===== config.mk =====
export PLATFORM = sky130hd
export DESIGN_NAME = data_rmw_bridge_flat
export DESIGN_NICKNAME = d
export VERILOG_FILES = /design/src/rtl/data_rmw_bridge_if.sv /design/src/rtl/data_rmw_bridge.sv /design/src/flat_wrapper.sv
export SDC_FILE = /design/constraint.sdc
export NUM_CORES = 1
export LEC_CHECK = 0
export CORE_MARGIN = 4
export CORE_UTILIZATION = 42
export DETAILED_ROUTE_END_ITERATION = 8
export GPL_TIMING_DRIVEN = 0
export PLACE_DENSITY = 0.82
export SETUP_SLACK_MARGIN = 0.2
export SYNTH_ARGS = -nofsm -noshare
export SYNTH_HDL_FRONTEND = slang
export SYNTH_SLANG_ARGS = --single-unit
export TNS_END_PERCENT = 50

===== constraint.sdc =====
create_clock -name clk -period 2.7 [get_ports clk]
set_input_delay 0.405 -clock clk [delete_from_list [all_inputs] [get_ports clk]]
set_output_delay 0.405 -clock clk [all_outputs]
set_load 0.01 [all_outputs]

===== src/rtl/data_rmw_bridge_if.sv =====
// rtl/data_rmw_bridge_if.sv - CPU data port and word memory port bundle for the RMW bridge
interface data_rmw_bridge_if #(
    parameter int ADDR_WIDTH = 32,
    parameter int CNT_WIDTH  = 16
);
    logic [ADDR_WIDTH-1:0] cpu_address;
    logic [31:0]           cpu_writedata;
    logic [3:0]            cpu_byteenable;
    logic                  cpu_read;
    logic                  cpu_write;
    logic [31:0]           cpu_readdata;
    logic                  stall;
    logic [ADDR_WIDTH-1:0] mem_address;
    logic                  mem_read;
    logic                  mem_write;
    logic [31:0]           mem_writedata;
    logic [31:0]           mem_readdata;
    logic [CNT_WIDTH-1:0]  rmw_count;
    logic                  err;

    // Bridge side: consumes CPU requests and memory read data
    modport slave (
        input  cpu_address, cpu_writedata, cpu_byteenable, cpu_read, cpu_write,
        input  mem_readdata,
        output cpu_readdata, stall,
        output mem_address, mem_read, mem_write, mem_writedata,
        output rmw_count, err
    );

    // Environment side: CPU and memory driving the bridge
    modport master (
        output cpu_address, cpu_writedata, cpu_byteenable, cpu_read, cpu_write,
        output mem_readdata,
        input  cpu_readdata, stall,
        input  mem_address, mem_read, mem_write, mem_writedata,
        input  rmw_count, err
    );
endinterface


===== src/rtl/data_rmw_bridge.sv =====
// rtl/data_rmw_bridge.sv - byte-enable to read-modify-write bridge with load stall handshake
module data_rmw_bridge #(
    parameter int CNT_WIDTH  = 16,
    parameter int ADDR_WIDTH = 32
) (
    input logic               clk,
    input logic               reset,
    data_rmw_bridge_if.slave  bus
);
    typedef enum logic [1:0] {
        IDLE      = 2'd0,
        RD_WAIT   = 2'd1,
        RMW_MERGE = 2'd2
    } state_t;

    state_t                state_q;
    state_t                state_d;
    // Only the word part of the address is kept; byte offset never reaches memory
    logic [ADDR_WIDTH-3:0] addr_q;
    logic [31:0]           wdata_q;
    logic [3:0]            be_q;
    logic [CNT_WIDTH-1:0]  cnt_q;
    logic                  err_q;
    logic [31:0]           merged;
    logic                  req_any;
    logic                  conflict;

    assign req_any  = bus.cpu_read | bus.cpu_write;
    assign conflict = bus.cpu_read & bus.cpu_write;

    // Lane merge of latched store data over the word just read back
    always_comb begin
        merged = '0;
        for (int i = 0; i < 4; i++) begin
            merged[8*i +: 8] = be_q[i] ? wdata_q[8*i +: 8] : bus.mem_readdata[8*i +: 8];
        end
    end

    // State, request latches, saturating RMW counter and sticky conflict flag
    always_ff @(posedge clk) begin
        if (reset) begin
            state_q <= IDLE;
            addr_q  <= '0;
            wdata_q <= '0;
            be_q    <= '0;
            cnt_q   <= '0;
            err_q   <= 1'b0;
        end else begin
            state_q <= state_d;
            if (state_q == IDLE && req_any) begin
                addr_q  <= bus.cpu_address[ADDR_WIDTH-1:2];
                wdata_q <= bus.cpu_writedata;
                be_q    <= bus.cpu_byteenable;
            end
            if (state_q == RMW_MERGE && cnt_q != {CNT_WIDTH{1'b1}}) begin
                cnt_q <= cnt_q + {{(CNT_WIDTH-1){1'b0}}, 1'b1};
            end
            if (state_q == IDLE && conflict) begin
                err_q <= 1'b1;
            end
        end
    end

    // Next state and all outputs; everything is forced to zero while reset is high
    always_comb begin
        state_d           = state_q;
        bus.cpu_readdata  = '0;
        bus.stall         = 1'b0;
        bus.mem_address   = '0;
        bus.mem_read      = 1'b0;
        bus.mem_write     = 1'b0;
        bus.mem_writedata = '0;
        bus.rmw_count     = '0;
        bus.err           = 1'b0;
        if (!reset) begin
            bus.rmw_count = cnt_q;
            bus.err       = err_q;
            case (state_q)
                IDLE: begin
                    if (bus.cpu_write) begin
                        // Write wins over a simultaneous read
                        bus.mem_address = {bus.cpu_address[ADDR_WIDTH-1:2], 2'b00};
                        if (bus.cpu_byteenable == 4'b1111) begin
                            bus.mem_write     = 1'b1;
                            bus.mem_writedata = bus.cpu_writedata;
                        end else if (bus.cpu_byteenable != 4'b0000) begin
                            bus.mem_read = 1'b1;
                            bus.stall    = 1'b1;
                            state_d      = RMW_MERGE;
                        end
                    end else if (bus.cpu_read) begin
                        bus.mem_address = {bus.cpu_address[ADDR_WIDTH-1:2], 2'b00};
                        bus.mem_read    = 1'b1;
                        bus.stall       = 1'b1;
                        state_d         = RD_WAIT;
                    end
                end
                RD_WAIT: begin
                    bus.mem_address  = {addr_q, 2'b00};
                    bus.cpu_readdata = bus.mem_readdata;
                    state_d          = IDLE;
                end
                RMW_MERGE: begin
                    bus.mem_address   = {addr_q, 2'b00};
                    bus.mem_write     = 1'b1;
                    bus.mem_writedata = merged;
                    state_d           = IDLE;
                end
                default: begin
                    state_d = IDLE;
                end
            endcase
        end
    end
endmodule


===== src/flat_wrapper.sv =====
// flat-port wrapper written by rule: the top's interface ports become plain ports
module data_rmw_bridge_flat 
#(
    parameter int CNT_WIDTH  = 16,
    parameter int ADDR_WIDTH = 32
)
  (clk, reset, bus_cpu_address, bus_cpu_writedata, bus_cpu_byteenable, bus_cpu_read, bus_cpu_write, bus_mem_readdata, bus_cpu_readdata, bus_stall, bus_mem_address, bus_mem_read, bus_mem_write, bus_mem_writedata, bus_rmw_count, bus_err);
  data_rmw_bridge_if #(.ADDR_WIDTH(ADDR_WIDTH), .CNT_WIDTH(CNT_WIDTH)) bus_i ();
  input logic clk;
  input logic reset;
  input wire logic [$bits(bus_i.cpu_address)-1:0] bus_cpu_address;
  input wire logic [$bits(bus_i.cpu_writedata)-1:0] bus_cpu_writedata;
  input wire logic [$bits(bus_i.cpu_byteenable)-1:0] bus_cpu_byteenable;
  input wire logic [$bits(bus_i.cpu_read)-1:0] bus_cpu_read;
  input wire logic [$bits(bus_i.cpu_write)-1:0] bus_cpu_write;
  input wire logic [$bits(bus_i.mem_readdata)-1:0] bus_mem_readdata;
  output wire logic [$bits(bus_i.cpu_readdata)-1:0] bus_cpu_readdata;
  output wire logic [$bits(bus_i.stall)-1:0] bus_stall;
  output wire logic [$bits(bus_i.mem_address)-1:0] bus_mem_address;
  output wire logic [$bits(bus_i.mem_read)-1:0] bus_mem_read;
  output wire logic [$bits(bus_i.mem_write)-1:0] bus_mem_write;
  output wire logic [$bits(bus_i.mem_writedata)-1:0] bus_mem_writedata;
  output wire logic [$bits(bus_i.rmw_count)-1:0] bus_rmw_count;
  output wire logic [$bits(bus_i.err)-1:0] bus_err;
  assign bus_i.cpu_address = bus_cpu_address;
  assign bus_i.cpu_writedata = bus_cpu_writedata;
  assign bus_i.cpu_byteenable = bus_cpu_byteenable;
  assign bus_i.cpu_read = bus_cpu_read;
  assign bus_i.cpu_write = bus_cpu_write;
  assign bus_i.mem_readdata = bus_mem_readdata;
  assign bus_cpu_readdata = bus_i.cpu_readdata;
  assign bus_stall = bus_i.stall;
  assign bus_mem_address = bus_i.mem_address;
  assign bus_mem_read = bus_i.mem_read;
  assign bus_mem_write = bus_i.mem_write;
  assign bus_mem_writedata = bus_i.mem_writedata;
  assign bus_rmw_count = bus_i.rmw_count;
  assign bus_err = bus_i.err;
  data_rmw_bridge #(.CNT_WIDTH(CNT_WIDTH), .ADDR_WIDTH(ADDR_WIDTH)) u_core (.clk(clk), .reset(reset), .bus(bus_i));
endmodule

==> results of run 1 <==
==> power breakdown <==
part           switching, mW  internal, mW  total [mW]
sequential            0.0439          1.34        1.38
clock                  0.465         0.385       0.851
combinational          0.437         0.392       0.829
==> how the worst max path moves through the flow <==
stage,from,end,slack (ns),cells after the start
2_1_floorplan,u_core.state_q[0]$_SDFFE_PP0P_,bus_mem_address[27],0.64,7
3_3_place_gp,bus_cpu_write,bus_mem_address[28],-0.74,7
3_5_place_dp,bus_cpu_write,bus_mem_address[28],-0.74,7
4_1_cts,u_core.state_q[1]$_SDFFE_PP0P_,bus_cpu_readdata[11],0.02,6
5_1_grt,u_core.be_q[3]$_SDFFE_PP0P_,bus_mem_writedata[31],-0.01,6
6_report,bus_cpu_byteenable[0],bus_stall,0.08,6
==> timing repair <==
| action | 4_1_cts | 5_1_grt |
|---|---|---|
| resized for setup | 106 | 80 |
| pin swaps | 2 | 3 |
| hold buffers | 0 | 0 |
| buffers inserted | 4 | 0 |
| endpoints found under the setup margin | 107 | 61 |
==> cells by family after synthesis <==
kind of cell,Yosys count
simple gates,330
flops,85
mux,38
compound gates,152
other cells,1
xor+xnor,1
fa+ha+maj,5
buf+inv,56
==> cells in the final DEF, fill, tap and decap left out, types with 4 or more instances in the layout <==
cell type and count:
buf_4 8, clkbuf_2 18, buf_2 7, clkbuf_4 5
mux2_2 5, dfxtp_1 84, or4_1 5, dlygate4sd2_1 43
nor2_1 75, nand4_1 5, nor2b_1 17, and2_1 33
mux2i_1 33, nand2_1 172, clkbuf_1 17, buf_6 4
o21ai_0 7, clkbuf_8 16, a21oi_1 137, dlymetal6s2s_1 25
nand3_1 4, clkdlybuf4s50_1 135, or3_1 5
==> registers in the layout (all words and copies together) (netlist names) <==
name and flops:
u_core.addr_q 30, u_core.be_q 4, u_core.wdata_q 32, u_core.state_q 2, u_core.cnt_q 16, u_core.err_q 1
==> worst register-to-register path, stage by stage, from the launching register on <==
cell     delay, ns
dfxtp_1       0.40
ha_1          0.22
nand3_1       0.18
o41ai_4       0.59
buf_2         0.33
nor3_1        0.09
mux2_2        0.27
==> routing by layer <==
layer	global-route usage (%)	vias to the layer above	wire [um]
met1	31.40	2487	6816
met4	6.090	0	285
li1	-	2673	-
met5	0	-	0
met2	40.92	190	7777
met3	4.064	22	982
==> area by class of cell <==
class                           count  area [um^2]  share of cell area (%)
Sequential cell                    85         1703                   23.32
Inverter                            4        15.01                  0.2056
Timing Repair Buffer              219         2137                   29.26
Multi-Input combinational cell    528         2760                   37.79
Clock inverter                      5        35.03                  0.4797
Tap cell                          140        175.2                   2.398
Clock buffer                       11        151.4                   2.073
Buffer                             52        326.6                   4.471
==> flow_metrics.py, run 1 <==
metrics = {
    "placed_design": {
        "dpl_cell_area_mm2": 0.006967,
        "hpwlAfterDp_um": 12070,
        "place_ws_ns": -0.7356,
        "dp.cells": 1024,
        "portBuffers": 215,
        "place_congestion": 0.8484,
    },
    "worst_setup_path": {
        "rrSetupSlack_ns": 0.52,
        "crit_family": "buffers and inverters",
        "path_cells": "clkdlybuf4s50_1, or4_1, nand3_1, a21oi_2, buf_4, clkdlybuf4s50_1",
        "slowest_stage": "or4_1",
        "crit_path_end_kind": "output pin",
        "critPathKind": "in2out",
        "path_buf_inv": 3,
        "cp.arrival_ns": 2.22,
        "r2r_start": "u_core.cnt_q[0]$_SDFFE_PP0P_",
        "cp.required_ns": 2.30,
        "path_common_cell": "clkdlybuf4s50_1",
        "max_stage_delay_ns": 0.52,
        "r2r_end": "u_core.cnt_q[7]$_SDFFE_PP0P_",
        "crit_path_max_fanout": 3,
        "worst_setup_path_start_kind": "input pin",
        "reg2reg_depth": 6,
    },
    "logic_synthesis": {
        "synth-simple-area-share_pct": 31.34,
        "synth_edf_count": 0,
        "synth_top_area_share_pct": 36.71,
        "synth_area_mm2": 0.004636,
        "synth.yosys.seq_area_share_pct": 36.71,
        "synth_mux_area_share_pct": 8.340,
        "yosysWarnings": 0,
        "yosys.area.top_type": "dfxtp_1",
        "yosysMostFrequentCell": "nand2_1",
        "synth_top_family_by_area": "simple AND/OR/NAND/NOR gates",
        "ys_async_sr_fraction_pct": 0,
        "synth_xor_area_share_pct": 0.1889,
        "syn_area_per_cell_um2": 6.940,
        "synth_ff_type": "dfxtp_1",
        "ys_top_cells_by_area": "dfxtp_1, a21oi_1, nand2_1, mux2i_1, nor2_1",
        "synth_cell_types": 33,
        "syn_inst": 668,
        "synthTopCellsByCount": "nand2_1, a21oi_1, dfxtp_1, nor2_1, clkbuf_1",
        "synth_compound_area_share_pct": 17.19,
        "synth_fa_ha_area_share_pct": 1.350,
        "synth_seq_cells": 85,
    },
    "final_layout": {
        "fin_nets": 1008,
        "final_area_mm2": 0.007303,
        "syn_to_final_growth_pct": 57.54,
        "drive_above_1_share_pct": 9.403,
        "diodes": 0,
        "fill_cells": 975,
        "fin_cells": 1044,
        "utilization_pct": 67.37,
    },
    "die": {
        "die_h_um": 113.1,
        "core-area_mm2": 0.01084,
        "dieArea_mm2": 0.01278,
        "die_w_um": 113.1,
        "start_util_pct": 42.76,
        "num_rows": 38,
        "num_io_pins": 220,
    },
    "worst_hold_path": {
        "hp-start": "u_core.addr_q[8]$_SDFFE_PP0P_",
        "hold_depth": 2,
        "hold_end": "u_core.addr_q[8]$_SDFFE_PP0P_",
        "min_path_type": "reg2reg",
    },
    "timing": {
        "relSlewSlack_pct": 55.51,
        "setup_violations": 0,
        "whs_ns": 0.4590,
        "fin_ws_ns": 0.07764,
        "setup-tns-final_ns": 0,
        "post-route-min-period_ns": 2.622,
        "fmax_ghz": 0.3813,
        "tightest_slew_ns": 0.6673,
        "timing.final.crit_share_pct": 97.12,
        "slew_violations": 0,
        "rsz0062_at_grt": "yes",
        "finalHoldViolCount": 0,
        "finClkSkew_ns": 0.008869,
    },
    "global_route": {
        "grt_max_degree": 15,
        "grt_overflow": 0,
        "grt_pass1_wl_um": 25380,
        "track_usage_pct": 23.93,
        "antenna_found_initial": 0,
        "grt_pass1_vias": 5163,
    },
    "pwr": {
        "power.leakage_nw": 3.336,
        "power_density_mw_per_mm2": 419.4,
        "ir_drop_mv": 0.2752,
        "power_mw": 3.063,
    },
    "route": {
        "drtIter0Drc": 347,
        "num_vias": 5372,
        "drc": 0,
        "ant_nets": 0,
        "first_pass_iters": 5,
        "routedWlPerCell_um": 15.19,
        "wl_um": 15860,
        "viasPerCell": 5.146,
    },
    "cts": {
        "cts_tree": "built",
        "cts.sinks": 85,
        "cts_root_buffer": "clkbuf_8",
        "htree_levels": 3,
        "clock_path_buffers": 2,
        "clock_latency_ns": 0.35,
        "clk_transition_reported_paths_ns": 0.09,
        "cts_made_buffers": 9,
    },
    "flow_run": {
        "maxCapViolations": 0,
    },
    "outcome": {
        "status": "complete, no violations",
    },
}
Note: power is estimated with default switching activity, not from simulation.
==> inputs of run 2 (changes only) <==
Settings changed: ABC_AREA set to 1, PLACE_DENSITY 0.82 to 0.8.
==> run 2 against run 1 <==
Effect of this change:
- worst setup slack improved by 0.094 ns
- area after synthesis grew 4.5%
- die area increased by 4.2%
- clock skew is 0.0026 ns lower
- synthesized cell count increased by 18%
- highest routed layer unchanged
- critical path depth rose by 3
- flip-flop and latch count unchanged
- sequential share of layout area decreased by 0.77 points
- hold slack better by 0.0051 ns
==> flow_metrics.py, run 2 <==
metrics = {
    "cts": {
        "cts_tree": "built",
        "htree_levels": 3,
        "cts_made_buffers": 9,
        "clock_path_buffers": 2,
        "clk_transition_reported_paths_ns": 0.06,
        "cts.sinks": 85,
        "clock_latency_ns": 0.34,
        "cts_root_buffer": "clkbuf_16",
        "cts_hold_buf": 0,
    },
    "timing": {
        "fin_ws_ns": 0.1714,
        "fmax_ghz": 0.3955,
        "finClkSkew_ns": 0.006297,
        "tightest_slew_ns": 0.6004,
        "slew_violations": 0,
        "rsz0062_at_grt": "yes",
        "setup_violations": 0,
        "finalHoldViolCount": 0,
        "relSlewSlack_pct": 59.97,
        "timing.final.crit_share_pct": 93.65,
        "post-route-min-period_ns": 2.529,
    },
    "die": {
        "dieArea_mm2": 0.01332,
        "num_io_pins": 220,
        "die_h_um": 115.4,
        "num_rows": 38,
        "start_util_pct": 43.74,
        "core-area_mm2": 0.01108,
        "die_w_um": 115.4,
    },
    "worst_setup_path": {
        "path_common_cell": "buf_4",
        "max_stage_delay_ns": 0.50,
        "crit_family": "buffers and inverters",
        "slowest_stage": "clkdlybuf4s50_1",
        "worst_setup_path_start_kind": "input pin",
        "path_cells": "clkdlybuf4s50_1, nand4_1, nor2_4, buf_4, buf_4, buf_6, nand3_1, a21oi_1, dlygate4sd2_1",
        "critPathKind": "in2out",
        "crit_path_end_kind": "output pin",
        "cp.required_ns": 2.30,
        "cp.arrival_ns": 2.12,
        "crit_path_max_fanout": 10,
        "path_buf_inv": 5,
    },
    "logic_synthesis": {
        "synth_cell_types": 29,
        "synthTopCellsByCount": "nor2_1, nand2_1, a21oi_1, dfxtp_1, inv_1",
        "synth_top_family_by_area": "simple AND/OR/NAND/NOR gates",
        "synth_mux_area_share_pct": 0,
        "synth_ff_type": "dfxtp_1",
        "synth_top_area_share_pct": 35.11,
        "synth-simple-area-share_pct": 31.06,
        "syn_area_per_cell_um2": 6.165,
        "yosysMostFrequentCell": "nor2_1",
        "synth_edf_count": 0,
        "synth.yosys.seq_area_share_pct": 35.11,
        "synth_xor_area_share_pct": 0,
        "ys_async_sr_fraction_pct": 0,
        "synth_area_mm2": 0.004846,
        "syn_inst": 786,
        "yosys.area.top_type": "dfxtp_1",
        "synth_seq_cells": 85,
        "ys_top_cells_by_area": "dfxtp_1, a21oi_1, nor2_1, nand2_1, o21ai_0",
        "yosysWarnings": 0,
        "synth_fa_ha_area_share_pct": 1.291,
        "synth_compound_area_share_pct": 21.87,
    },
    "final_layout": {
        "drive_above_1_share_pct": 10.93,
        "final_cell_mix": "nor2_1, clkdlybuf4s50_1, nand2_1",
        "diodes": 0,
        "reg_top3": "u_core.wdata_q (32), u_core.addr_q (30), u_core.cnt_q (16)",
        "fin_nets": 1129,
        "regMostFlops": "u_core.wdata_q",
        "final_common_cell": "nor2_1",
        "syn_to_final_growth_pct": 55.72,
        "largest_reg_flops": 32,
        "fill_cells": 1041,
    },
    "route": {
        "wl_um": 16820,
        "first_pass_iters": 5,
        "ant_nets": 0,
        "met3WireLength_um": 1155,
        "drc": 0,
        "wl_met1_um": 7314,
        "highest_layer": "met4",
        "routedWlPerCell_um": 14.44,
        "drtIter0Drc": 376,
        "num_vias": 5870,
        "wl_met2_um": 8071,
        "viasPerCell": 5.039,
    },
    "global_route": {
        "grt_max_degree": 14,
        "grt_pass1_vias": 5473,
        "antenna_found_initial": 0,
        "grt_pass1_wl_um": 26950,
        "track_usage_pct": 25.04,
        "grt_overflow": 0,
    },
    "pwr": {
        "power.leakage_nw": 3.389,
        "power_mw": 3.611,
        "ir_drop_mv": 0.3561,
        "power_density_mw_per_mm2": 478.5,
    },
    "worst_hold_path": {
        "min_path_type": "reg2reg",
    },
    "placed_design": {
        "hpwlAfterDp_um": 12580,
        "place_congestion": 0.8316,
        "portBuffers": 215,
        "place_ws_ns": -0.2714,
    },
    "outcome": {
        "status": "complete, no violations",
    },
    "flow_run": {
        "maxCapViolations": 0,
    },
}
[run 2: cell count changes after synthesis, moves of 6 or more]
cell      before  now
nor2_1        76  154
inv_1          3   66
o21ai_0        7   63
nand3_1        4   46
and2_1        33    0
mux2i_1       33    0
nand2_1      172  140
nor2b_1       18    0
buf_2          1   14
clkbuf_1      43   34
o21ai_1        0    8
nor2_2         0    6
[run 2: tightest hold or removal path, cell delays in order (launching register included)]
cell and delay [ns]:
dfxtp_1 0.31, nand2_1 0.06, a21oi_1 0.05
[run 2: cells by family (layout without fill, tap and decap cells)]
kind of cell	after synthesis	in the layout
other cells	1	2
fa+ha+maj	5	5
flops	85	85
compound gates	210	210
buf+inv	125	363
simple gates	360	360
[run 2: path summary, 6_finish.rpt]
| kind | slack (ns) | cells past startpoint | to | from |
|---|---|---|---|---|
| setup reg to reg | 0.86 | 7 | u_core.addr_q[18]$_SDFFE_PP0P_ | u_core.state_q[1]$_SDFFE_PP0P_ |
| hold reg to reg | 0.46 | 2 | u_core.addr_q[16]$_SDFFE_PP0P_ | u_core.addr_q[16]$_SDFFE_PP0P_ |
| hold / removal | 0.46 | 2 | u_core.addr_q[16]$_SDFFE_PP0P_ | u_core.addr_q[16]$_SDFFE_PP0P_ |
| setup / recovery | 0.17 | 9 | bus_mem_writedata[14] | bus_cpu_byteenable[2] |
[run 2: where the power goes]
| part | switching [mW] | total (mW) | internal, mW |
|---|---|---|---|
| combinational | 0.472 | 0.844 | 0.372 |
| clock | 0.502 | 1.36 | 0.858 |
| sequential | 0.0499 | 1.41 | 1.36 |
| total | 1.02 | 3.61 | 2.59 |
[run 2: layer usage]
layer,track usage [%],vias to the layer above
li1,-,3001
met1,31.72,2675
met2,42.71,175
met3,6.632,19
met4,5.947,0
met5,0,-
[run 2: cell type report]
| cell class | count | area (um^2) | area share [%] |
|---|---|---|---|
| multi-input combinational | 577 | 2679 | 35.50 |
| timing repair buffer | 222 | 2066 | 27.38 |
| sequential | 85 | 1702 | 22.55 |
| buffer | 54 | 327.8 | 4.344 |
| inverter | 71 | 270.3 | 3.581 |
| clock buffer | 12 | 256.5 | 3.399 |
| tap | 140 | 175.2 | 2.321 |
| clock inverter | 4 | 70.07 | 0.9285 |
[run 2: per-stage QoR]
step                      hold slack, ns  cell area (um^2)  util, %  std cells  setup TNS (ns)
after global placement            0.4532              7177    64.78       1142          -18.74
after global routing              0.4795              7546    68.12       1165               0
final                             0.4642              7546    68.12       1165               0
after detailed placement          0.4578              7177    64.78       1142          -17.14
after floorplan                   0.4447              4850        -        787               0
after CTS                         0.4662              7570    68.33       1161               0
[run 2: what timing repair did]
item                                    CTS  global route
pin swaps                                 1             2
endpoints found under the setup margin  111            79
setup buffers                             3             4
cloned                                    0             0
resized for setup                       110            65
